===== config.mk =====
export PLATFORM = sky130hd
export DESIGN_NAME = fetch_unit
export DESIGN_NICKNAME = d
export VERILOG_FILES = /design/src/rtl/fetch_unit.sv
export SDC_FILE = /design/constraint.sdc
export NUM_CORES = 1
export LEC_CHECK = 0
export ABC_AREA = 1
export BUFFER_PORTS_ARGS = -buffer_cell sky130_fd_sc_hd__buf_2
export CAP_MARGIN = 15
export CORE_ASPECT_RATIO = 1.25
export CORE_UTILIZATION = 60
export CTS_CLUSTER_DIAMETER = 50
export DETAILED_ROUTE_END_ITERATION = 10
export PLACE_DENSITY = 0.82
export RECOVER_POWER = 25
export SLEW_MARGIN = 20
export SYNTH_ARGS = -nofsm -noshare
export SYNTH_HDL_FRONTEND = slang
export SYNTH_SLANG_ARGS = --single-unit

===== constraint.sdc =====
create_clock -name clk -period 9.2 [get_ports clk]
set_clock_uncertainty 0.05 [all_clocks]
set_input_delay 1.38 -clock clk [delete_from_list [all_inputs] [get_ports clk]]
set_output_delay 1.38 -clock clk [all_outputs]
set_load 0.02 [all_outputs]

===== src/rtl/fetch_unit.sv =====
// Instruction fetch front end: issues word-aligned fetches, buffers in-order
// responses with their PCs, and discards responses made stale by a redirect.
module fetch_unit #(
    parameter int              XLEN     = 32,
    parameter int              DEPTH    = 4,
    parameter logic [XLEN-1:0] RESET_PC = '0
) (
    input  logic            clk,
    input  logic            reset,
    output logic            imem_req_valid,
    input  logic            imem_req_ready,
    output logic [XLEN-1:0] imem_req_addr,
    input  logic            imem_rsp_valid,
    input  logic [31:0]     imem_rsp_data,
    input  logic            redirect,
    input  logic [XLEN-1:0] redirect_pc,
    output logic            out_valid,
    input  logic            out_ready,
    output logic [31:0]     out_instr,
    output logic [XLEN-1:0] out_pc,
    output logic [XLEN-1:0] out_pcplus4
);

    localparam int PW = $clog2(DEPTH);
    localparam int CW = PW + 1;
    localparam int IW = CW + 1;
    localparam logic [0:0]      RUN     = 1'b0;
    localparam logic [0:0]      DRAIN   = 1'b1;
    localparam logic [IW-1:0]   DEPTH_W = IW'(DEPTH);
    localparam logic [XLEN-1:0] FOUR    = XLEN'(4);

    logic [0:0]      state_reg, state_next;
    logic [XLEN-1:0] fetch_pc_reg, fetch_pc_next;
    logic [XLEN-1:0] rsp_pc_reg, rsp_pc_next;
    logic [CW-1:0]   outstanding_reg, outstanding_next;
    logic [CW-1:0]   drop_cnt_reg, drop_cnt_next;
    logic [CW-1:0]   occupancy_reg, occupancy_next;
    logic [PW-1:0]   head_reg, head_next, tail_reg, tail_next;
    logic [31:0]     instr_mem [DEPTH];
    logic [XLEN-1:0] pc_mem    [DEPTH];

    logic            req_fire, rsp_fire, push, pop;
    logic [IW-1:0]   in_use;
    logic [XLEN-1:0] target_pc;

    assign target_pc      = redirect_pc & ~XLEN'(3);
    assign in_use         = {1'b0, outstanding_reg} + {1'b0, occupancy_reg};
    // Gated by reset so the request drops the instant reset asserts.
    assign imem_req_valid = reset && (state_reg == RUN) && (in_use < DEPTH_W);
    assign imem_req_addr  = fetch_pc_reg;
    assign req_fire       = imem_req_valid && imem_req_ready;
    assign rsp_fire       = imem_rsp_valid && (outstanding_reg != '0);
    assign push           = rsp_fire && (state_reg == RUN) && !redirect;
    assign out_valid      = (occupancy_reg != '0);
    assign pop            = out_valid && out_ready;
    assign out_instr      = out_valid ? instr_mem[head_reg] : '0;
    assign out_pc         = out_valid ? pc_mem[head_reg] : '0;
    assign out_pcplus4    = out_valid ? pc_mem[head_reg] + FOUR : '0;

    always_comb begin
        outstanding_next = outstanding_reg + CW'(req_fire) - CW'(rsp_fire);
        fetch_pc_next    = req_fire ? fetch_pc_reg + FOUR : fetch_pc_reg;
        state_next       = state_reg;
        drop_cnt_next    = drop_cnt_reg;
        if (state_reg == DRAIN) begin
            drop_cnt_next = drop_cnt_reg - CW'(rsp_fire);
            if (drop_cnt_next == '0) begin
                state_next = RUN;
            end
        end
        if (redirect) begin
            fetch_pc_next = target_pc;
            // Everything still in flight after this edge belongs to the old path.
            if (state_reg == RUN) begin
                drop_cnt_next = outstanding_next;
                state_next    = (outstanding_next != '0) ? DRAIN : RUN;
            end
        end
    end

    // The next accepted response always belongs to rsp_pc_reg: order is kept.
    always_comb begin
        rsp_pc_next = rsp_pc_reg;
        if (push) begin
            rsp_pc_next = rsp_pc_reg + FOUR;
        end
        if (redirect) begin
            rsp_pc_next = target_pc;
        end
    end

    always_comb begin
        occupancy_next = occupancy_reg + CW'(push) - CW'(pop);
        head_next      = head_reg + PW'(pop);
        tail_next      = tail_reg + PW'(push);
        if (redirect) begin
            occupancy_next = '0;
            head_next      = '0;
            tail_next      = '0;
        end
    end

    always_ff @(posedge clk or negedge reset) begin
        if (!reset) begin
            state_reg       <= RUN;
            fetch_pc_reg    <= RESET_PC;
            rsp_pc_reg      <= RESET_PC;
            outstanding_reg <= '0;
            drop_cnt_reg    <= '0;
            occupancy_reg   <= '0;
            head_reg        <= '0;
            tail_reg        <= '0;
        end else begin
            state_reg       <= state_next;
            fetch_pc_reg    <= fetch_pc_next;
            rsp_pc_reg      <= rsp_pc_next;
            outstanding_reg <= outstanding_next;
            drop_cnt_reg    <= drop_cnt_next;
            occupancy_reg   <= occupancy_next;
            head_reg        <= head_next;
            tail_reg        <= tail_next;
        end
    end

    always_ff @(posedge clk) begin
        if (push) begin
            instr_mem[tail_reg] <= imem_rsp_data;
            pc_mem[tail_reg]    <= rsp_pc_reg;
        end
    end

endmodule


After elaboration in Yosys (flattened, before gate mapping). Memory sizes are Yosys's and may differ from the RTL's. Index checks and enable logic that the tools add are counted.

Add/sub/neg operators: 11. Multipliers: 0. Divide/modulo/power cells: 0. Magnitude comparators: 1. Equal/unequal tests: 0. Shift-type cells: 0. Multiplexer cells: 20. Bitwise operators: 1. Reductions and logical operators: 14.

Operators by type and width (count): two-way mux 32 bit (7); adder 32 x 3 -> 32 bit, second input constant (3); two-way mux 3 bit (4); nonzero test 3 bit (3); subtractor 3 x 1 -> 3 bit (3); logical AND 1 bit (7); two-way mux 1 bit (7); adder 3 x 1 -> 3 bit (2); adder 2 x 1 -> 2 bit (2); adder 3 x 3 -> 4 bit (1); less-than comparator 4 x 3 -> 1 bit, second input constant (1); two-way mux 2 bit (2); nonzero test 2 bit (2); zero test 3 bit (1); zero test 1 bit (1); NOT 1 bit (1).

Flip-flop bits (word level): 78. Bits in latches: 0. Bits in writable memories: 256. Bits in read-only memories: 0. Input port bits: 70. Output and inout bits: 130. Logic and storage cells: 57. Memories: 2.

Memories: instr_mem (words 4, bits a word 32, rd ports 1, clocked after memory_dff 0, wr ports 1, RTL line 39) `logic [31:0] instr_mem [DEPTH];`; pc_mem (words 4, bits a word 32, rd ports 1, clocked after memory_dff 0, wr ports 1, RTL line 40) `logic [XLEN-1:0] pc_mem [DEPTH];`.

Logic depth before layout (Yosys ltp). Gate-level depths: netlist (run 1).

Depth in word-level cells: 10. Gate-level depth with buffers: 17. Gate-level depth less buffers: 15.

Worst setup path after synthesis (run 1). OpenSTA, ideal clock, no wires.

Path kind: in2reg. From: input port redirect. To: memory instr_mem[2][0] (enable). Setup time: 0.558 ns. Data arrival time: 6.346 ns. Data required time: 8.592 ns. Slack: 2.245 ns. Cell stages on the path: 5. Path buffers: 2. Cell sequence: clkbuf_1 nor2_1 nand2_1 clkbuf_1 nor3_1.

Cells in the longest elaborated chain, start to end: 4.

RTL lines: start, declared (RTL line 15) `input logic redirect,`; zero test 1 bit (RTL line 53) `assign push = rsp_fire && (state_reg == RUN) && !redirect;`; logical AND 1 bit (RTL line 53); two-way mux 1 bit (RTL line 126) `if (push) begin`; two-way mux 1 bit (not written as such) (RTL line 127) `instr_mem[tail_reg] <= imem_rsp_data;`; end, declared (RTL line 39).

Every way passes these cells.

Final worst setup path (run 1).
From: register head_reg[0]. To: output port out_pcplus4[16].

Cells in the longest elaborated chain, start to end: 3.

RTL lines: start, declared (RTL line 38) `logic [PW-1:0] head_reg, head_next, tail_reg, tail_next;`; start signal, assigned (RTL line 120) `head_reg <= head_next;`; memory (4 x 32 bit); adder 32 x 3 -> 32 bit (RTL line 58) `assign out_pcplus4 = out_valid ? pc_mem[head_reg] + FOUR : '0;`; two-way mux 32 bit (RTL line 58); end, declared (RTL line 21) `output logic [XLEN-1:0] out_pcplus4`.

Every way passes these cells.

==> results of run 1 <==
power by group through the flow:
stage          sequential [mW]  combinational, mW  clock (mW)
2_1_floorplan             1.83               1.49           0
3_3_place_gp              1.87               2.03           0
3_5_place_dp              1.88               2.08           0
4_1_cts                   1.85               2.09        1.32
5_1_grt                   1.87               2.32        1.37
6_report                  1.85               2.10        1.30
final timing paths:
path                            slack [ns]                      endpoint  depth (start not counted)                        from
worst min register to register        0.48     drop_cnt_reg[0]$_DFF_PN0_                          2   drop_cnt_reg[0]$_DFF_PN0_
worst max-delay path                  3.88               out_pcplus4[16]                         13       head_reg[0]$_DFF_PN0_
max in group asynchronous             6.21         head_reg[0]$_DFF_PN0_                          2                       reset
worst min-delay path                  0.48     drop_cnt_reg[0]$_DFF_PN0_                          2   drop_cnt_reg[0]$_DFF_PN0_
worst max register to register        5.98    occupancy_reg[2]$_DFF_PN0_                         13  occupancy_reg[1]$_DFF_PN0_
min in group asynchronous             1.34  imem_req_addr[3]$_DFFE_PN0N_                          1                       reset
placed cells by master (no fill, tap or decap), types with 4 or more instances in the layout:
cell,instances
xnor2_1,5
nor2_1,289
nor2_2,15
buf_4,13
nand4_1,13
nor3_2,6
nor2_4,4
nand2_2,8
buf_2,177
nand2_1,535
ha_1,13
edfxtp_1,248
nand3_1,134
xor2_1,29
clkbuf_1,18
o21bai_1,6
nor3_1,24
clkbuf_16,34
inv_1,108
a21oi_1,61
clkinv_1,9
inv_6,4
o21ai_0,97
o211ai_1,27
o221ai_1,4
conb_1,6
a31oi_1,4
dfrtp_1,72
cell families after synthesis:
logic type	synth area share (%)
buffers and inverters	5.31
xor gates and xnor gates	1.86
and+or+nand+nor	26.4
DFF	58.0
other	0.0234
adders and majority gates	1.26
AOI/OAI and AO/OA	7.10
metal layers:
metal | vias to the layer above | routed length, um
met5 | - | 0
met3 | 104 | 3290
met1 | 6289 | 15500
met2 | 648 | 20400
met4 | 0 | 1380
li1 | 6333 | -
final cells by class:
| type | count | area, um2 |
|---|---|---|
| timing repair buffer | 204 | 1040 |
| clock inverter | 23 | 200 |
| clock buffer | 38 | 866 |
| fill | 1973 | 7910 |
| tap | 340 | 425 |
| sequential | 322 | 9300 |
| multi-input combinational | 1294 | 5930 |
| inverter | 112 | 425 |
metrics by stage:
stage	utilization [%]	area, um2	hold WS [ns]	worst slack (ns)
4_1_cts	69.8	18200	0.476	3.97
6_report	69.7	18200	0.478	3.88
5_1_grt	69.7	18200	0.504	3.65
2_1_floorplan	-	16000	0.430	2.25
3_3_place_gp	65.7	17100	0.448	4.55
3_5_place_dp	65.7	17100	0.459	4.52
critical path, delay by kind of cell, from the launching register on:
family          cells  cell delay (ns)
fa+ha+maj           1             0.17
flops               1             0.73
buf+inv             2             0.83
compound gates      1             0.12
simple gates        9             1.31
==> metrics, run 1 <==
outcome=finished, violations left; failing checks=capacitance limit, slew limit; grt peak-use layer=met2; setup bufs post-CTS=0; via/cell ratio=roughly 5.7; # DRC=0; CTS Hold Bufs=0; switching pwr=2.23 mW; Skew-Pair Late Insertion Delay=about 0.52 ns; area grow syn2layout=13.4%; most frequent cell after synthesis=nand2_1; met3 Use GR=between 4 and 5%; CTS tree=yes; Synth area leader=edfxtp_1; port bufs=191; Syn Std Cell Area=between 0.015 and 0.02 mm2; met1 GRT Util=37.1%; synth cell count leaders=nand2_1, nor2_1, edfxtp_1; Core Region=between 0.02 and 0.03 mm2; post-synthesis sequential area ratio=about three fifths; Yosys top cell area share=roughly 46%; Leak Pwr=between 7 and 8 nW; sequential power share=a little over a third; Setup TNS Final=0 ns; ratio of final minimum period to clock period=57.9%; most area-consuming cells after synthesis=edfxtp_1, nand2_1, dfrtp_1; post-DP HPWL=26300 um; Largest Register=instr_mem; minimum clock period=5.32 ns; max_cap viols=1; global-route met2 utilization=about 53%; maximum achievable frequency=188 MHz; 1st-iter DRT viols=1100; critical path's slowest cell=dfrtp_4; routed vias=~13000; clock slew at reported path FFs=around 0.06 ns; Sink Count=between 300 and 400; Power per Cell Area=289 mW/mm2; max FFs per register=between 100 and 150; Die W=148 um; FFs w/ async S/R, synth=a little under a quarter; Setup CP Type=flip-flop to output port; Crit path largest cell delay=~0.73 ns; diode count=0; clock share of power=approximately a quarter; first-pass GRT wire length=approximately 64000 um; Critical Path Start Type=flip-flop; initial antenna violation count=0; largest net degree at the start of global routing=~130; initial core utilization=about three fifths; Fin. Hold Viols=0; layout cells sized above 1=14.1%; syn_area_per_cell=8.90 um2; post-CTS sizing=0; EDFF count, synth=248; logic gate share of total power=approximately 40%; HP Class=flip-flop to flip-flop; Synth cell types=39; First-pass DRT Iterations=6; crit path max fanout=about 130; die area=0.0274 mm2; Peak VDD IR=0.159 mV; H-tree levels=2; Sw Share=between 40% and 50%; root buffer cell=clkbuf_16; overall routing resource usage=approximately 30%; WL/cell=around 17 um; die extent in y=about 180 um; ys flop type=edfxtp_1; CP dominant cell by count=nand2_1; Worst Max-Slew Pin Slew=1.92 ns; biggest regs=instr_mem (128), pc_mem (120); Ports=200; Synth Register Bits=322; setup violators final=0; Power Total=5.25 mW; final count of pins violating max slew=32; gr ovfl total=0; num rows=between 60 and 70; Power Internal=around 3.0 mW; worst-path cell chain=inv_6, nand2_1, nand2_1, nand2_1, nand2_2, ha_1, nand3_1, nor2_1, nand2_2, nor2_2, o21ai_0, nor2_1, buf_2; Final ANT Viol Nets=0; synth warn=0; non-filler instance count after layout=between 2000 and 2500; CP endpoint kind=output port; CTS Buf Count=34; unrepaired setup endpoints after global routing=no; DP Cell Count=roughly 2300; crit path DAT=a little under 4 ns; Slew headroom=-27.7%; clock buffer depth=3; Gate Count Post-Synth=between 1500 and 2000; RePlAce Congestion=between 0.9 and 1; Worst Path Required=7.77 ns; nets@finish=between 2000 and 2500; routed wire length=~40000 um; number of global-route vias before repair=~13000
No activity file was read; power rests on OpenSTA's default activity.
==> run 2, diff against run 1 <==
--- a/config.mk
+++ b/config.mk
@@ -5,14 +5,14 @@
 export SDC_FILE = /design/constraint.sdc
 export NUM_CORES = 1
 export LEC_CHECK = 0
-export ABC_AREA = 1
+export ABC_AREA = 0
 export BUFFER_PORTS_ARGS = -buffer_cell sky130_fd_sc_hd__buf_2
 export CAP_MARGIN = 15
 export CORE_ASPECT_RATIO = 1.25
-export CORE_UTILIZATION = 60
+export CORE_UTILIZATION = 58
 export CTS_CLUSTER_DIAMETER = 50
 export DETAILED_ROUTE_END_ITERATION = 10
-export PLACE_DENSITY = 0.82
+export PLACE_DENSITY = 0.8
 export RECOVER_POWER = 25
 export SLEW_MARGIN = 20
 export SYNTH_ARGS = -nofsm -noshare
==> constraint.sdc (replaced) <==
create_clock -name clk -period 4.9 [get_ports clk]
set_clock_uncertainty 0.05 [all_clocks]
set_input_delay 0.735 -clock clk [delete_from_list [all_inputs] [get_ports clk]]
set_output_delay 0.735 -clock clk [all_outputs]
set_load 0.02 [all_outputs]
==> run 2 against run 1 <==
The flow still finishes with violations (capacitance limit, slew limit). Synthesized cell count decreased by 48%. Clock power increased by 85%. Design area decreased by 8.1%. Die area decreased by 6.9%. Synthesized area decreased by 10%. Wire length decreased by 24%. Critical path type unchanged. Largest cell class unchanged. Largest power group is now registers.
==> metrics, run 2 <==
switching pwr=2.85 mW (+28%); setup violators final=0 (unchanged); Skew-Pair Late Insertion Delay=0.56 ns (+0.04 ns); Final ANT Viol Nets=0 (unchanged); most frequent cells in the layout=edfxtp_1, buf_2, dfrtp_1, and2_1, mux4_2; dpl cell area=0.0157 mm2 (-8.3%); layout cells sized above 1=28.6% (+14 points); Slew headroom=-20.5% (+7.3 points); Synth area leader=edfxtp_1; EDFF count, synth=248 (unchanged); post-synthesis compound-gate area fraction=2.94% (-4.2 points); 1st-iter DRT viols=576 (-48%); port bufs=191 (unchanged); fill count=1665 (-16%); Synth Register Bits=322 (unchanged); failing checks=capacitance limit, slew limit; Power Total=8.45 mW (+61%); overall routing resource usage=24.5% (-5.6 points); clock buffer depth=3 (unchanged); Fin. Hold Viols=0 (unchanged); post-route cell area=0.0167 mm2 (-8.1%); routed wire length=30700 um (-24%); DP Cell Count=1431 (-37%); largest family of logic cells by synthesized area=multiplexers; area grow syn2layout=16.0%; Leak Pwr=6.04 nW (-21%); First-pass DRT Iterations=6 (unchanged); synth cell count leaders=edfxtp_1, dfrtp_1, and2_1; num rows=64 (-3.0%); Power Internal=5.60 mW (+85%); Gate Count Post-Synth=941 (-48%); root buffer cell=clkbuf_16; CTS Hold Bufs=0 (unchanged); worst-path cell chain=buf_4, mux4_2, and4_1, nand4_1, nor3_1, mux2_2, buf_2; most area-consuming cells after synthesis=edfxtp_1, dfrtp_1, mux4_2; Setup CP Type=flip-flop to output port; RePlAce Congestion=0.827 (-17%); ys flop type=edfxtp_1; biggest regs=instr_mem (128), pc_mem (120); crit path DAT=3.55 ns (-0.34 ns); Worst Path Buf+Inv=2 (unchanged); sequential power share=39.0% (+3.7 points); Sw Share=33.7% (-8.7 points); number of global-route vias before repair=8922 (-32%); most frequent cell after synthesis=edfxtp_1; nets@finish=1219 (-41%); max FFs per register=128 (unchanged); post-synthesis adder-cell area fraction=1.41% (+0.14 points); Peak VDD IR=0.349 mV (+120%); first-pass GRT wire length=47800 um (-26%); largest net degree at the start of global routing=59 (-55%); outcome=finished, violations left; Crit path largest cell delay=0.65 ns (-0.08 ns); Setup TNS Final=0 ns (unchanged); clock slew at reported path FFs=0.06 ns (about the same); Largest Register=instr_mem; initial core utilization=59.0% (-2.4 points); Syn Std Cell Area=0.0144 mm2 (-10%); Post-Synth Simple-Gate Area=11.9% (-15 points); Worst Max-Slew Pin Slew=1.81 ns (-0.109 ns); worst slack, placed=1.12 ns (-3.40 ns); die extent in y=178 um (-3.5%); XOR/XNOR Fraction of Synth Area=3.46% (+1.6 points); Synth cell types=55 (+41%); WL/cell=20.6 um (+19%); Die W=143 um (-3.5%); die area=0.0255 mm2 (-6.9%); Critical Path Start Type=flip-flop; HP Class=input port to flip-flop; multiplexer area fraction after synthesis=13.4% (+13 points); ratio of final minimum period to clock period=88.6%; CTS tree=yes; Worst Path Required=4.12 ns (-3.65 ns); maximum achievable frequency=around 230 MHz; syn_area_per_cell=15.3 um2 (+72%); unrepaired setup endpoints after global routing=no; CP endpoint kind=output port; post-synthesis sequential area ratio=64.5% (+6.5 points); gr ovfl total=0 (unchanged); setup bufs post-CTS=0 (unchanged); largest delay contributor family on the critical path=simple AND/OR/NAND/NOR gates; Sink Count=322 (unchanged); final hold slack=0.370 ns (-0.109 ns); synth warn=0 (unchanged); max_cap viols=1 (unchanged); post-DP HPWL=20100 um (-24%); post-route setup slack=0.560 ns (-3.32 ns); diode count=0 (unchanged); Ports=200 (unchanged); initial antenna violation count=0 (unchanged); FFs w/ async S/R, synth=23.0% (unchanged); H-tree levels=1 (-1); routed vias=8790 (-34%); logic gate share of total power=32.6% (-7.4 points); post-CTS sizing=0 (unchanged); Yosys top cell area share=51.7% (+5.2 points); final design utilization=68.4% (-1.2 points); Core Region=0.0244 mm2 (-6.4%); crit path max fanout=23 (-82%); non-filler instance count after layout=1489 (-36%); critical path's slowest cell=dfrtp_4; final count of pins violating max slew=34 (+6.3%); leading cell type in the layout, fill and taps excluded=edfxtp_1; Power per Cell Area=505 mW/mm2 (+75%); # DRC=0 (unchanged); minimum clock period=4.34 ns; via/cell ratio=5.90 (+3.0%); clock share of power=28.4% (+3.6 points); CTS Buf Count=31 (-8.8%)
run 2: cell count changes after synthesis, sizes merged, moves of 27 or more:
cell    before  now
a21oi       61   15
and2         0   70
buf         50   21
inv        112   20
mux2         0   42
mux4         0   62
nand2      543   35
nand3      136   27
nor2       308   51
o211ai      27    0
o21ai       97   10
xnor2        5   37
run 2: area by class of cell:
class | count | area (um2) | share of cell area (%)
clock buffers | 45 | 888 | 5.31
multi-input cells | 552 | 4830 | 28.9
flip-flops and latches | 322 | 9300 | 55.7
clock inverters | 13 | 153 | 0.913
inverters | 21 | 80.1 | 0.479
repair buffers | 206 | 1050 | 6.27
well taps | 330 | 413 | 2.47
run 2: final timing paths:
path	endpoint	start	cells past startpoint	slack, ns
min in group asynchronous	imem_req_addr[31]$_DFFE_PN0N_	reset	2	0.95
max	out_pcplus4[31]	head_reg[0]$_DFF_PN0_	7	0.56
min reg2reg	pc_mem[0][20]$_DFFE_PP_	rsp_pc_reg[20]$_DFFE_PN0N_	0	0.52
min	rsp_pc_reg[4]$_DFFE_PN0N_	redirect_pc[4]	2	0.37
max in group asynchronous	head_reg[0]$_DFF_PN0_	reset	3	2.42
max reg2reg	state_reg$_DFF_PN0_	outstanding_reg[2]$_DFF_PN0_	14	1.37
run 2: kinds of logic (layout without fill, tap and decap cells):
logic type                 count (synthesis)  count (layout)
AOI/OAI and AO/OA                         64              64
xor gates and xnor gates                  57              57
adders and majority gates                 15              15
buffers and inverters                     72             285
DFF                                      322             322
muxes                                    107             107
other                                      1               6
and+or+nand+nor                          303             303
run 2: power by group through the flow:
stage	clock network [mW]	logic, mW	registers (mW)
global placement	0	2.70	3.34
CTS	2.43	2.77	3.30
finish	2.40	2.75	3.30
global route	2.54	2.98	3.32
floorplan	0	1.96	3.29
detailed placement	0	2.75	3.35
run 2: per-layer routing:
| metal | GRT usage, % | wire (um) | vias up |
|---|---|---|---|
| li1 | - | - | 3997 |
| met1 | 32.6 | 12400 | 4363 |
| met3 | 3.54 | 2300 | 60 |
| met5 | 0 | 0 | - |
| met4 | 8.51 | 835 | 0 |
| met2 | 41.5 | 15100 | 370 |
run 2: worst register-to-register path: stages, from the launching register on:
cell	delay [ns]
dfrtp_1	0.40
ha_1	0.31
nor3_1	0.22
and4_1	0.23
buf_4	0.21
clkinv_1	0.27
ha_1	0.37
inv_1	0.04
ha_1	0.19
fa_1	0.39
xnor2_1	0.19
xnor2_1	0.13
nor3_1	0.14
nor2_1	0.05
o22a_1	0.23
